**src/rtl/regfile_pkg.sv**
```systemverilog
// Shared constants, types and helpers for the multi-read/multi-write register file.
// Every other file of the register file slice imports this package.
package regfile_pkg;

    localparam int RF_WIDTH = 16;
    localparam int RF_DEPTH = 8;

    // A depth of 1 still needs one address bit so that port vectors stay legal.
    function automatic int rf_aw(input int depth);
        return (depth > 1) ? $clog2(depth) : 1;
    endfunction

    typedef logic [rf_aw(RF_DEPTH)-1:0] rf_addr_t;

endpackage

```
**src/rtl/regfile_mrnw_sb_if.sv**
```systemverilog
// Decode/writeback-facing bus of the register file: write ports, read ports and scoreboard.
// The write ports carry no handshake: wr_en[p] commits on the next posedge and
// the register file always accepts it.
interface regfile_mrnw_sb_if import regfile_pkg::*; #(
    parameter int WIDTH = RF_WIDTH,
    parameter int DEPTH = RF_DEPTH,
    parameter int NRD   = 2,
    parameter int NWR   = 2
);
    localparam int AW = rf_aw(DEPTH);

    logic [NWR-1:0]            wr_en;
    logic [NWR-1:0][AW-1:0]    wr_addr;
    logic [NWR-1:0][WIDTH-1:0] wr_data;
    logic [NRD-1:0][AW-1:0]    rd_addr;
    logic [NRD-1:0][WIDTH-1:0] rd_data;
    logic [NRD-1:0]            rd_busy;
    logic                      sb_set_en;
    logic [AW-1:0]             sb_set_addr;
    logic [DEPTH-1:0]          busy_vec;
    logic                      wr_conflict;

    modport master (
        output wr_en, wr_addr, wr_data, rd_addr, sb_set_en, sb_set_addr,
        input  rd_data, rd_busy, busy_vec, wr_conflict
    );

    modport slave (
        input  wr_en, wr_addr, wr_data, rd_addr, sb_set_en, sb_set_addr,
        output rd_data, rd_busy, busy_vec, wr_conflict
    );

endinterface

```
**src/rtl/regfile_scoreboard.sv**
```systemverilog
// Per-register busy bits: set when a producer issues, cleared when its result is written back.
// A set and a clear of the same register in one cycle leave it busy (the newer producer wins).
module regfile_scoreboard import regfile_pkg::*; #(
    parameter int DEPTH    = RF_DEPTH,
    parameter int NWR      = 2,
    parameter bit ZERO_REG = 1'b1,
    localparam int AW      = rf_aw(DEPTH)
) (
    input  logic                   clk,
    input  logic                   rst,
    input  logic [NWR-1:0]         clr_en,
    input  logic [NWR-1:0][AW-1:0] clr_addr,
    input  logic                   set_en,
    input  logic [AW-1:0]          set_addr,
    output logic [DEPTH-1:0]       busy_vec
);

    logic [DEPTH-1:0] busy_next;
    logic [DEPTH-1:0] set_vec;
    logic [DEPTH-1:0] clr_vec;

    always_comb begin
        set_vec   = '0;
        clr_vec   = '0;
        busy_next = '0;
        for (int i = 0; i < DEPTH; i++) begin
            set_vec[i] = set_en && (set_addr == AW'(i)) && !(ZERO_REG && i == 0);
            for (int p = 0; p < NWR; p++) begin
                if (clr_en[p] && clr_addr[p] == AW'(i)) begin
                    clr_vec[i] = 1'b1;
                end
            end
            busy_next[i] = (busy_vec[i] & ~clr_vec[i]) | set_vec[i];
        end
    end

    always_ff @(posedge clk) begin
        if (rst) begin
            busy_vec <= '0;
        end else begin
            busy_vec <= busy_next;
        end
    end

endmodule

```
**src/rtl/regfile_mrnw_sb.sv**
```systemverilog
// Multi-port register file with write-port priority, optional zero register, read bypass,
// optional registered read and a busy scoreboard for decode-stage hazard detection.
module regfile_mrnw_sb import regfile_pkg::*; #(
    parameter int WIDTH    = RF_WIDTH,
    parameter int DEPTH    = RF_DEPTH,
    parameter int NRD      = 2,
    parameter int NWR      = 2,
    parameter bit ZERO_REG = 1'b1,
    parameter bit BYPASS   = 1'b1,
    parameter bit REG_READ = 1'b0
) (
    input logic               clk,
    input logic               rst,
    regfile_mrnw_sb_if.slave  bus
);

    localparam int AW = rf_aw(DEPTH);
    localparam logic [AW:0] DEPTH_W = (AW+1)'(DEPTH);

    logic [WIDTH-1:0]          mem [DEPTH];
    logic [NWR-1:0]            wr_ok;
    logic                      conflict_d;
    logic [DEPTH-1:0]          busy_vec;
    logic [NRD-1:0][WIDTH-1:0] rd_old;
    logic [NRD-1:0][WIDTH-1:0] rd_val;
    logic [NRD-1:0]            rd_hit;
    logic [NRD-1:0]            busy_old;

    // In range and not the hardwired zero register.
    function automatic logic addr_ok(input logic [AW-1:0] a);
        return ({1'b0, a} < DEPTH_W) && !(ZERO_REG && a == '0);
    endfunction

    always_comb begin
        wr_ok = '0;
        for (int p = 0; p < NWR; p++) begin
            wr_ok[p] = bus.wr_en[p] && addr_ok(bus.wr_addr[p]);
        end
    end

    always_comb begin
        conflict_d = 1'b0;
        for (int p = 0; p < NWR; p++) begin
            for (int q = p + 1; q < NWR; q++) begin
                if (wr_ok[p] && wr_ok[q] && bus.wr_addr[p] == bus.wr_addr[q]) begin
                    conflict_d = 1'b1;
                end
            end
        end
    end

    always_ff @(posedge clk) begin
        if (rst) begin
            bus.wr_conflict <= 1'b0;
        end else begin
            bus.wr_conflict <= conflict_d;
        end
    end

    // Ports are applied in ascending order so the highest index wins a collision.
    always_ff @(posedge clk) begin
        if (rst) begin
            for (int i = 0; i < DEPTH; i++) begin
                mem[i] <= '0;
            end
        end else begin
            for (int p = 0; p < NWR; p++) begin
                if (wr_ok[p]) begin
                    mem[bus.wr_addr[p]] <= bus.wr_data[p];
                end
            end
        end
    end

    regfile_scoreboard #(
        .DEPTH    (DEPTH),
        .NWR      (NWR),
        .ZERO_REG (ZERO_REG)
    ) u_scoreboard (
        .clk      (clk),
        .rst      (rst),
        .clr_en   (wr_ok),
        .clr_addr (bus.wr_addr),
        .set_en   (bus.sb_set_en),
        .set_addr (bus.sb_set_addr),
        .busy_vec (busy_vec)
    );

    assign bus.busy_vec = busy_vec;

    // rd_old is the stored value; rd_val additionally folds in this cycle's writes.
    always_comb begin
        rd_old   = '0;
        rd_val   = '0;
        rd_hit   = '0;
        busy_old = '0;
        for (int r = 0; r < NRD; r++) begin
            if (addr_ok(bus.rd_addr[r])) begin
                rd_old[r]   = mem[bus.rd_addr[r]];
                busy_old[r] = busy_vec[bus.rd_addr[r]];
            end
            rd_val[r] = rd_old[r];
            for (int p = 0; p < NWR; p++) begin
                if (wr_ok[p] && bus.wr_addr[p] == bus.rd_addr[r]) begin
                    rd_hit[r] = 1'b1;
                    rd_val[r] = bus.wr_data[p];
                end
            end
        end
    end

    if (REG_READ) begin : g_reg_read
        logic [NRD-1:0] busy_d;

        // Registered busy tracks what busy_vec will hold when rd_data appears.
        always_comb begin
            busy_d = '0;
            for (int r = 0; r < NRD; r++) begin
                busy_d[r] = (busy_old[r] & ~rd_hit[r]) |
                            (bus.sb_set_en && bus.sb_set_addr == bus.rd_addr[r] &&
                             addr_ok(bus.rd_addr[r]));
            end
        end

        always_ff @(posedge clk) begin
            if (rst) begin
                bus.rd_data <= '0;
                bus.rd_busy <= '0;
            end else begin
                bus.rd_data <= rd_val;
                bus.rd_busy <= busy_d;
            end
        end
    end else begin : g_comb_read
        always_comb begin
            bus.rd_data = '0;
            bus.rd_busy = '0;
            for (int r = 0; r < NRD; r++) begin
                bus.rd_data[r] = (BYPASS && rd_hit[r]) ? rd_val[r] : rd_old[r];
                bus.rd_busy[r] = (BYPASS && rd_hit[r]) ? 1'b0 : busy_old[r];
            end
        end
    end

endmodule
```
**src/flat_wrapper.sv**
```systemverilog
// flat-port wrapper written by rule: the top's interface ports become plain ports
module regfile_mrnw_sb_flat import regfile_pkg::*;
#(
    parameter int WIDTH    = RF_WIDTH,
    parameter int DEPTH    = RF_DEPTH,
    parameter int NRD      = 2,
    parameter int NWR      = 2,
    parameter bit ZERO_REG = 1'b1,
    parameter bit BYPASS   = 1'b1,
    parameter bit REG_READ = 1'b0
)
  (clk, rst, bus_wr_en, bus_wr_addr, bus_wr_data, bus_rd_addr, bus_sb_set_en, bus_sb_set_addr, bus_rd_data, bus_rd_busy, bus_busy_vec, bus_wr_conflict);
  regfile_mrnw_sb_if #(.WIDTH(WIDTH), .DEPTH(DEPTH), .NRD(NRD), .NWR(NWR)) bus_i ();
  input logic clk;
  input logic rst;
  input wire logic [$bits(bus_i.wr_en)-1:0] bus_wr_en;
  input wire logic [$bits(bus_i.wr_addr)-1:0] bus_wr_addr;
  input wire logic [$bits(bus_i.wr_data)-1:0] bus_wr_data;
  input wire logic [$bits(bus_i.rd_addr)-1:0] bus_rd_addr;
  input wire logic [$bits(bus_i.sb_set_en)-1:0] bus_sb_set_en;
  input wire logic [$bits(bus_i.sb_set_addr)-1:0] bus_sb_set_addr;
  output wire logic [$bits(bus_i.rd_data)-1:0] bus_rd_data;
  output wire logic [$bits(bus_i.rd_busy)-1:0] bus_rd_busy;
  output wire logic [$bits(bus_i.busy_vec)-1:0] bus_busy_vec;
  output wire logic [$bits(bus_i.wr_conflict)-1:0] bus_wr_conflict;
  assign bus_i.wr_en = bus_wr_en;
  assign bus_i.wr_addr = bus_wr_addr;
  assign bus_i.wr_data = bus_wr_data;
  assign bus_i.rd_addr = bus_rd_addr;
  assign bus_i.sb_set_en = bus_sb_set_en;
  assign bus_i.sb_set_addr = bus_sb_set_addr;
  assign bus_rd_data = bus_i.rd_data;
  assign bus_rd_busy = bus_i.rd_busy;
  assign bus_busy_vec = bus_i.busy_vec;
  assign bus_wr_conflict = bus_i.wr_conflict;
  regfile_mrnw_sb #(.WIDTH(WIDTH), .DEPTH(DEPTH), .NRD(NRD), .NWR(NWR), .ZERO_REG(ZERO_REG), .BYPASS(BYPASS), .REG_READ(REG_READ)) u_core (.clk(clk), .rst(rst), .bus(bus_i));
endmodule
```
**config.mk**
```make
export PLATFORM = sky130hd
export DESIGN_NAME = regfile_mrnw_sb_flat
export DESIGN_NICKNAME = d
export VERILOG_FILES = /design/src/rtl/regfile_pkg.sv /design/src/rtl/regfile_mrnw_sb_if.sv /design/src/rtl/regfile_scoreboard.sv /design/src/rtl/regfile_mrnw_sb.sv /design/src/flat_wrapper.sv
export SDC_FILE = /design/constraint.sdc
export NUM_CORES = 1
export LEC_CHECK = 0
export ABC_CLOCK_PERIOD_IN_PS = 3900
export CAP_MARGIN = 40
export CORE_MARGIN = 3
export CORE_UTILIZATION = 35
export CTS_BUF_LIST = sky130_fd_sc_hd__clkbuf_4 sky130_fd_sc_hd__clkbuf_8 sky130_fd_sc_hd__clkbuf_16
export DETAILED_ROUTE_END_ITERATION = 8
export MAX_ROUTING_LAYER = met4
export PLACE_DENSITY_LB_ADDON = 0.08
export SLEW_MARGIN = 10
export SYNTH_ARGS = -nofsm -noshare
export SYNTH_HDL_FRONTEND = slang
export SYNTH_HIERARCHICAL = 1
export SYNTH_SLANG_ARGS = --single-unit
```
**constraint.sdc**
```tcl
create_clock -name clk -period 3.9 [get_ports clk]
set_input_delay 0.39 -clock clk [delete_from_list [all_inputs] [get_ports clk]]
set_output_delay 0.39 -clock clk [all_outputs]
set_load 0.02 [all_outputs]
```
==> results.py <==
metrics = {
    "run_status": {
        "outcome": "finished, final reports clean",
    },
    "die": {
        "fp.dieW_um": 162,
        "io-pin-count": 95,
        "initial_utilization_pct": 35.9,
        "die_y_um": 162,
        "core_area_um2": 23800,
        "row_count": 56,
        "dieArea_um2": 26300,
    },
    "synthesis": {
        "synth_warnings": 6,
        "synthFlopType": "edfxtp_1",
        "yosysSeqAreaShare_pct": 45.4,
        "synth.distinct_cells": 59,
        "synth_area_um2": 8540,
        "synthArstFlopShare_pct": 0,
        "yosysTopAreaCell": "edfxtp_1",
        "synth_top_area_share_pct": 43.3,
        "synth_edf_count": 123,
        "ys_seq_elements": 132,
        "syn_avg_cell_area_um2": 12.3,
        "synthCells": 696,
        "ys_top_cells_by_area": "edfxtp_1 (43%), a22o_1 (11%), mux4_2 (11%), mux2i_1 (5.5%), dfxtp_1 (2.1%)",
    },
    "worst_setup_path": {
        "crit_path_start_kind": "input port",
        "cp_cell_sequence": "clkdlybuf4s50_1, buf_4, nor3b_1, a2111oi_0, o21ai_0, clkdlybuf4s50_1",
        "critPathArrivalTime_ps": 3200,
        "crit_path_top_delay_cell": "nor3b_1",
        "path_max_fanout": 10,
        "worstSetupPathType": "input port to output port",
        "cp-end-kind": "output port",
        "required_ps": 3510,
        "cpMostUsedCell": "clkdlybuf4s50_1",
        "slowest_delay_ps": 810,
    },
    "timing": {
        "hold_viol_final": 0,
        "tightest_slew_ps": 982,
        "setup_violations": 0,
        "post-route-period-util_pct": 92.0,
        "rsz0062_at_grt": "no",
        "fin_skew_ps": 0,
        "relSlewSlack_pct": 34.4,
        "post-route-min-period_ps": 3590,
        "timing.fmax_mhz": 279,
        "slew_viol_final": 0,
        "setup_ws_ps": 310,
        "tns_ps": 0,
    },
    "place": {
        "portBuffers": 94,
        "gp_congestion": 0.848,
        "hpwl_um": 20900,
        "place_area_um2": 9990,
        "dpl_worst_slack_ps": 435,
    },
    "grt": {
        "antenna_found_initial": 0,
        "grt_max_degree": 33,
        "grt_pass1_vias": 7204,
        "groute.usage.overall_pct": 24.7,
        "grt.overflow.total": 0,
        "grt_first_pass_wirelength_um": 46200,
    },
    "final_layout": {
        "drive_gt1_share_pct": 21.7,
        "mostFrequentLayoutCells": "edfxtp_1 (123), a22o_1 (112), clkdlybuf4s50_1 (90)",
        "finish.instance_area_um2": 10600,
        "layout_commonest_cell": "edfxtp_1",
        "nets": 837,
        "diodes": 0,
        "area_growth_pct": 24.1,
    },
    "clock_tree": {
        "cts.sinks": 132,
        "cts_hold_buffers": 0,
        "clockRootBuffer": "clkbuf_16",
        "tritoncts": "done",
        "cts_setup_buffers": 0,
        "htree_levels": 4,
        "cts_made_buffers": 17,
        "clk_pin_slew_worst_paths_ps": 60,
        "clockBufferDepth": 2,
        "worstSkewPairLatency_ps": 430,
        "cts_resized": 0,
    },
    "detailed_routing": {
        "vias": 6934,
        "vias_per_cell": 6.21,
        "wl_per_cell_um": 28.1,
        "wl_um": 31300,
        "drc": 0,
        "drtIter0Drc": 561,
        "detail-route-antenna-nets": 0,
        "dr.pass1.iters": 7,
    },
    "power_and_ir_drop": {
        "power_density_nw_per_um2": 405,
        "p_leak_nw": 3.70,
        "ir_drop_v": 0.000242,
    },
    "min_path": {
        "hold_path_class": "flop to flop",
    },
    "run": {
        "max_cap_viol_count": 0,
    },
}
## state kept, by name, indices dropped and copies added (netlist names)
name                          count
u_core/bus.wr_conflict            1
u_core/u_scoreboard/busy_vec      8
u_core/mem                      123
## final timing paths
check,to,slack [ps],startpoint,depth (start not counted)
worst min register to register,u_core/u_scoreboard/busy_vec[6]$_SDFF_PP0_,540,u_core/u_scoreboard/busy_vec[6]$_SDFF_PP0_,2
worst min-delay path,u_core/u_scoreboard/busy_vec[6]$_SDFF_PP0_,540,u_core/u_scoreboard/busy_vec[6]$_SDFF_PP0_,2
worst max-delay path,bus_rd_data[5],310,bus_rd_addr[2],6
worst max register to register,u_core/u_scoreboard/busy_vec[2]$_SDFF_PP0_,3130,u_core/u_scoreboard/busy_vec[2]$_SDFF_PP0_,2
## layout make-up
cell class,count,area (um^2)
clock inverters,14,184
flip-flops and latches,132,3870
well taps,319,399
clock buffers,17,425
repair buffers,150,1390
fillers,2158,13200
multi-input cells,480,4310
inverters,4,15.0
## power breakdown
group	leakage (nW)	switching, mW	internal [mW]
Clock	0.294	0.634	1.06
Combinational	2.14	0.489	0.400
Sequential	1.27	0.0508	1.66
## through the flow
step | hold WS [ps] | total power, mW | cells | util [%]
floorplan | 467 | 2.24 | 706 | -
global placement | 524 | 2.61 | 1084 | 42.0
detailed placement | 527 | 2.63 | 1085 | 42.0
CTS | 541 | 4.32 | 1116 | 44.6
global route | 563 | 4.44 | 1116 | 44.6
finish | 539 | 4.29 | 1116 | 44.6
## metal layers
metal | up-vias | share of wire [%] | GRT usage (%)
met2 | 335 | 48 | 38.8
met3 | 58 | 6.4 | 4.64
met4 | 0 | 2.7 | 8.88
met1 | 3543 | 43 | 32.1
met5 | - | 0 | -
li1 | 2998 | - | -
## cells in the mapped netlist (10+ instances only)
cell type / count
nor2_1: 16
mux2_2: 15
nand2b_1: 10
nand3_1: 18
o22ai_1: 16
buf_2: 35
buf_1: 33
xnor2_1: 12
mux2i_1: 47
nand2_1: 37
or3_1: 10
mux4_2: 40
a21oi_1: 13
o21ai_0: 11
a22o_1: 112
clkbuf_1: 16
edfxtp_1: 123
## critical path: cells and delay by family
kind            cells  cell delay [ps]
compound gates      2              530
buf+inv             3             1460
simple gates        1              810
## logic make-up (layout without fill, tap and decap cells)
kind of cell	Yosys count	count (layout)	synth area share [%]
other cells	1	11	0.0439
simple gates	151	151	10.7
mux	102	102	18.0
xor+xnor	15	15	1.54
compound gates	201	201	19.2
flops	132	132	45.4
buf+inv	94	185	5.09
(Power assumes the default switching activity.)
